**config.mk**
```make
export PLATFORM = sky130hd
export DESIGN_NAME = serial_adder_flat
export DESIGN_NICKNAME = d
export VERILOG_FILES = /design/src/rtl/serial_adder_if.sv /design/src/rtl/serial_adder.sv /design/src/flat_wrapper.sv
export SDC_FILE = /design/constraint.sdc
export NUM_CORES = 1
export LEC_CHECK = 0
export CAP_MARGIN = 0
export CORE_MARGIN = 1
export CORE_UTILIZATION = 57
export CTS_BUF_LIST = sky130_fd_sc_hd__clkbuf_8
export CTS_CLUSTER_DIAMETER = 150
export DETAILED_ROUTE_END_ITERATION = 16
export HOLD_SLACK_MARGIN = 0.12
export PLACE_DENSITY = 0.87
export SYNTH_ARGS = -nofsm -noshare
export SYNTH_HDL_FRONTEND = slang
export SYNTH_SLANG_ARGS = --single-unit
```
**constraint.sdc**
```tcl
create_clock -name clk -period 2.5 [get_ports clk]
set_input_delay 0.25 -clock clk [delete_from_list [all_inputs] [get_ports clk]]
set_output_delay 0.25 -clock clk [all_outputs]
set_load 0.03 [all_outputs]
```
**src/rtl/serial_adder_if.sv**
```systemverilog
// Operand/result bundle for the bit-serial adder.
// The requester drives start and operands; the adder returns busy/done and the result.
interface serial_adder_if #(
  parameter int WIDTH = 8
);
  logic             start;
  logic [WIDTH-1:0] a;
  logic [WIDTH-1:0] b;
  logic             cin;
  logic             busy;
  logic             done;
  logic [WIDTH-1:0] sum;
  logic             cout;

  modport master (
    output start, a, b, cin,
    input  busy, done, sum, cout
  );

  modport slave (
    input  start, a, b, cin,
    output busy, done, sum, cout
  );
endinterface

```
**src/rtl/serial_adder.sv**
```systemverilog
// Bit-serial ripple adder: two cascaded half-adder cells per clock with the carry
// held in a flop; sum shifts in MSB-first so the first bit computed ends up at sum[0].
//
// state | meaning
// IDLE  | waiting for start after reset
// RUN   | one bit pair consumed per clock, WIDTH clocks
// DONE  | one-cycle result strobe; start here restarts immediately
module serial_adder #(
  parameter int WIDTH = 8
) (
  input logic          clk,
  input logic          rst_n,
  serial_adder_if.slave bus
);
  localparam int CW = (WIDTH > 1) ? $clog2(WIDTH) : 1;
  localparam logic [CW-1:0] LAST_BIT = CW'(WIDTH - 1);

  typedef enum logic [1:0] {IDLE, RUN, DONE} state_t;

  state_t           state_q, state_d;
  logic [WIDTH-1:0] ra, rb, sum_q;
  logic             carry, cout_q;
  logic [CW-1:0]    cnt;
  logic             s1, c1, s, c2, carry_nxt, last, load;

  assign s1        = ra[0] ^ rb[0];
  assign c1        = ra[0] & rb[0];
  assign s         = s1 ^ carry;
  assign c2        = s1 & carry;
  assign carry_nxt = c1 | c2;
  assign last      = (cnt == LAST_BIT);
  // Start is only honoured outside RUN; requests during RUN are dropped.
  assign load      = bus.start && (state_q != RUN);

  always_ff @(posedge clk or negedge rst_n) begin
    if (!rst_n) state_q <= IDLE;
    else        state_q <= state_d;
  end

  always_comb begin
    state_d = state_q;
    case (state_q)
      IDLE:    if (bus.start) state_d = RUN;
      RUN:     if (last) state_d = DONE;
      DONE:    state_d = bus.start ? RUN : IDLE;
      default: state_d = IDLE;
    endcase
  end

  always_ff @(posedge clk or negedge rst_n) begin
    if (!rst_n) begin
      ra     <= '0;
      rb     <= '0;
      carry  <= 1'b0;
      cnt    <= '0;
      sum_q  <= '0;
      cout_q <= 1'b0;
    end else if (load) begin
      ra     <= bus.a;
      rb     <= bus.b;
      carry  <= bus.cin;
      cnt    <= '0;
      sum_q  <= '0;
      cout_q <= 1'b0;
    end else if (state_q == RUN) begin
      ra    <= ra >> 1;
      rb    <= rb >> 1;
      carry <= carry_nxt;
      sum_q <= {s, sum_q[WIDTH-1:1]};
      cnt   <= cnt + 1'b1;
      if (last) cout_q <= carry_nxt;
    end
  end

  assign bus.busy = (state_q == RUN);
  assign bus.done = (state_q == DONE);
  assign bus.sum  = sum_q;
  assign bus.cout = cout_q;
endmodule
```
**src/flat_wrapper.sv**
```systemverilog
// flat-port wrapper written by rule: the top's interface ports become plain ports
module serial_adder_flat 
#(
  parameter int WIDTH = 8
)
  (clk, rst_n, bus_start, bus_a, bus_b, bus_cin, bus_busy, bus_done, bus_sum, bus_cout);
  serial_adder_if #(.WIDTH(WIDTH)) bus_i ();
  input logic clk;
  input logic rst_n;
  input wire logic [$bits(bus_i.start)-1:0] bus_start;
  input wire logic [$bits(bus_i.a)-1:0] bus_a;
  input wire logic [$bits(bus_i.b)-1:0] bus_b;
  input wire logic [$bits(bus_i.cin)-1:0] bus_cin;
  output wire logic [$bits(bus_i.busy)-1:0] bus_busy;
  output wire logic [$bits(bus_i.done)-1:0] bus_done;
  output wire logic [$bits(bus_i.sum)-1:0] bus_sum;
  output wire logic [$bits(bus_i.cout)-1:0] bus_cout;
  assign bus_i.start = bus_start;
  assign bus_i.a = bus_a;
  assign bus_i.b = bus_b;
  assign bus_i.cin = bus_cin;
  assign bus_busy = bus_i.busy;
  assign bus_done = bus_i.done;
  assign bus_sum = bus_i.sum;
  assign bus_cout = bus_i.cout;
  serial_adder #(.WIDTH(WIDTH)) u_core (.clk(clk), .rst_n(rst_n), .bus(bus_i));
endmodule
```
==> flow_summary.yaml <==
cts:
  cts_setup_buffers: 0
  cts_htree_levels: 2
  cts.clk_slew.worst_paths_ns: 0.06
  cts_root_buf: "clkbuf_8"
  hold_buffers: 0
  clock_path_buffers: 2
  cts_buffers: 5
  post_cts_resized: 0
  cts_sinks: 31
  clk_latency_ns: 0.28
  cts_tree: "yes"
run_status:
  status: "finished, final reports clean"
detailed_routing:
  dr.pass1.iters: 4
  wl_um: 2462
  drt-initial-drc-count: 11
  post_drt_wl_per_cell_um: 12.50
  viasPerCell: 5.264
  route.detailed.drc: 0
  ant_nets: 0
  via_count: 1037
synthesis:
  yosys.area.top_type: "dfrtp_1"
  synth_most_common_cell: "nand2_1"
  yosysSeqAreaShare_pct: 49.05
  yosys.area_share.adder_pct: 2.848
  synthMuxAreaShare_pct: 10.76
  ys_top_cells_by_count: "nand2_1, dfrtp_1, o21ai_2"
  synth-xor-area-share_pct: 0
  synth_fp_nets: 159
  ys_warn_count: 0
  synth_area_per_cell_um2: 11.63
  synth_compound_gate_area_share_pct: 15.27
  synth_edf_count: 0
  async_flop_share_pct: 100.0
  synthSimpleGateAreaFrac_pct: 10.44
  synth-seq-cells: 31
  synthCells: 136
  ys_types: 21
  synthTopCellsByArea: "dfrtp_1, o21ai_2, mux2i_1"
  synth_area_um2: 1582
  synth_ff_type: "dfrtp_1"
  yosysTopAreaCellShare_pct: 49.05
  synth_top_family_by_area: "compound AO/OA/AOI/OAI gates"
global_route:
  track_usage_pct: 19.14
  grt_max_degree: 51
  antenna_found_initial: 0
  grt_remaining_overflow: 0
  grt_pass1_wl_um: 3829
  grt_pass1_vias: 926
timing:
  worst_pin_slew_ns: 0.6162
  worst_clock_skew_ns: 0.006332
  fin_hold_ws_ns: 0.3746
  timing.setup.tns_ns: 0
  period_share_pct: 81.57
  period_needed_ns: 2.039
  rsz0062_at_grt: "false"
  relSlewSlack_pct: 58.92
  hold_viol: 0
  max_freq_mhz: 490.4
  setup_viol: 0
  timing.final.max_slew_violations: 0
die:
  core_um2: 2545
  start_util_pct: 62.14
  chipHeight_um: 54.68
  io-pin-count: 31
  die_x_um: 54.68
  row_count: 18
  die_area_um2: 2989
critical_path:
  cp.arrival_ns: 1.79
  path_cells: "nand2b_1, inv_12, clkdlybuf4s50_1"
  critPathMaxFanout: 9
  critPathRequiredTime_ns: 2.25
  slowest_stage: "clkdlybuf4s50_1"
  cp-end-kind: "primary output"
  critPathKind: "reg -> out"
  start_kind: "register"
  critPathMaxStageDelay_ns: 0.66
place:
  gp_congestion: 0.7366
  io_buffers: 30
  post_dp_cell_area_um2: 1793
  dp_hpwl_um: 1710
worst_hold_path:
  hp-class: "in -> async"
final_layout:
  insertedDiodeCount: 0
  area_growth_pct: 18.91
  final_cell_area_um2: 1881
  nNetsFinal: 190
  drive_gt1_share_pct: 21.56
power_and_ir_drop:
  power.density_nw_per_um2: 1190
  leakage_uw: 0.0008707
  peakVddDrop_mv: 1.433
job:
  maxCapViolations: 0
report_power, final:
group          internal [uW]  leakage (uW)  switching, uW
Sequential               714      0.000400            122
Clock                    215     0.0000470            171
Combinational            406      0.000423            609
placed cells by master, fill, tap and decap left out, types with 2 or more instances in the layout:
master | synthesis | routed
ha_1 | 2 | 2
clkbuf_8 | 0 | 6
nand2_1 | 33 | 33
buf_4 | 0 | 3
dfrtp_1 | 31 | 31
o21ai_2 | 23 | 23
inv_1 | 4 | 4
o21ai_0 | 3 | 3
clkdlybuf4s50_1 | 0 | 30
nand3_1 | 3 | 3
mux2i_1 | 17 | 17
nor2_1 | 2 | 2
critical path: cells and delay by family (launching register included):
kind	cells	cell delay (ns)
flip-flops	1	0.36
buffers and inverters	2	0.78
AND/OR/NAND/NOR	1	0.37
final timing paths:
kind | cells past startpoint | to | slack [ns] | start
setup / recovery | 3 | bus_busy | 0.46 | u_core.state_q[1]
hold / removal | 2 | u_core.cnt[0] | 0.37 | rst_n
setup reg to reg | 5 | u_core.rb[5] | 0.80 | u_core.state_q[1]
hold reg to reg | 2 | u_core.rb[3] | 0.48 | u_core.rb[4]
max in group asynchronous | 2 | u_core.cnt[2] | 1.85 | rst_n
min in group clk | 2 | u_core.rb[3] | 0.48 | u_core.rb[4]
flip-flops by register name (all words and copies together), names as in the netlist:
signal,cells
u_core.cnt,3
u_core.ra,8
u_core.bus.sum,8
u_core.state_q,2
u_core.rb,8
u_core.bus.cout,1
u_core.carry,1
cell families (layout without fill, tap and decap cells):
group                    count (synthesis)  after routing
flip-flops                              31             31
AND/OR/NAND/NOR                         41             41
adder cells (fa/ha/maj)                  3              3
multiplexers                            17             17
AO/OA/AOI/OAI                           29             29
buffers and inverters                   15             46
metal layers:
metal	vias up	track usage (%)	wire length, um	share of wire [%]
met3	7	7.500	106	4.3
met1	487	22.56	1089	44
met4	0	10.26	51	2.1
met5	-	0	0	0
met2	25	29.72	1215	49
li1	518	-	-	-
stage by stage:
step | utilization [%] | cells | total power [uW] | worst slack [ns]
final | 73.89 | 197 | 2238 | 0.4607
after global routing | 73.89 | 197 | 2404 | 0.3660
after CTS | 73.89 | 197 | 2267 | 0.4507
after global placement | 70.45 | 190 | 1830 | 0.7470
after detailed placement | 70.45 | 190 | 1874 | 0.7125
after floorplan | - | 136 | 1745 | 1.381
area by class of cell:
type / count / area (um2)
Clock buffer: 6 / 82.58
Inverter: 6 / 35.03
Sequential cell: 31 / 775.7
Multi-Input combinational cell: 90 / 621.8
Clock inverter: 1 / 5.005
Tap cell: 30 / 37.54
Timing Repair Buffer: 33 / 322.8
Fill cell: 192 / 664.4
No activity file was read; power rests on OpenSTA's default activity.
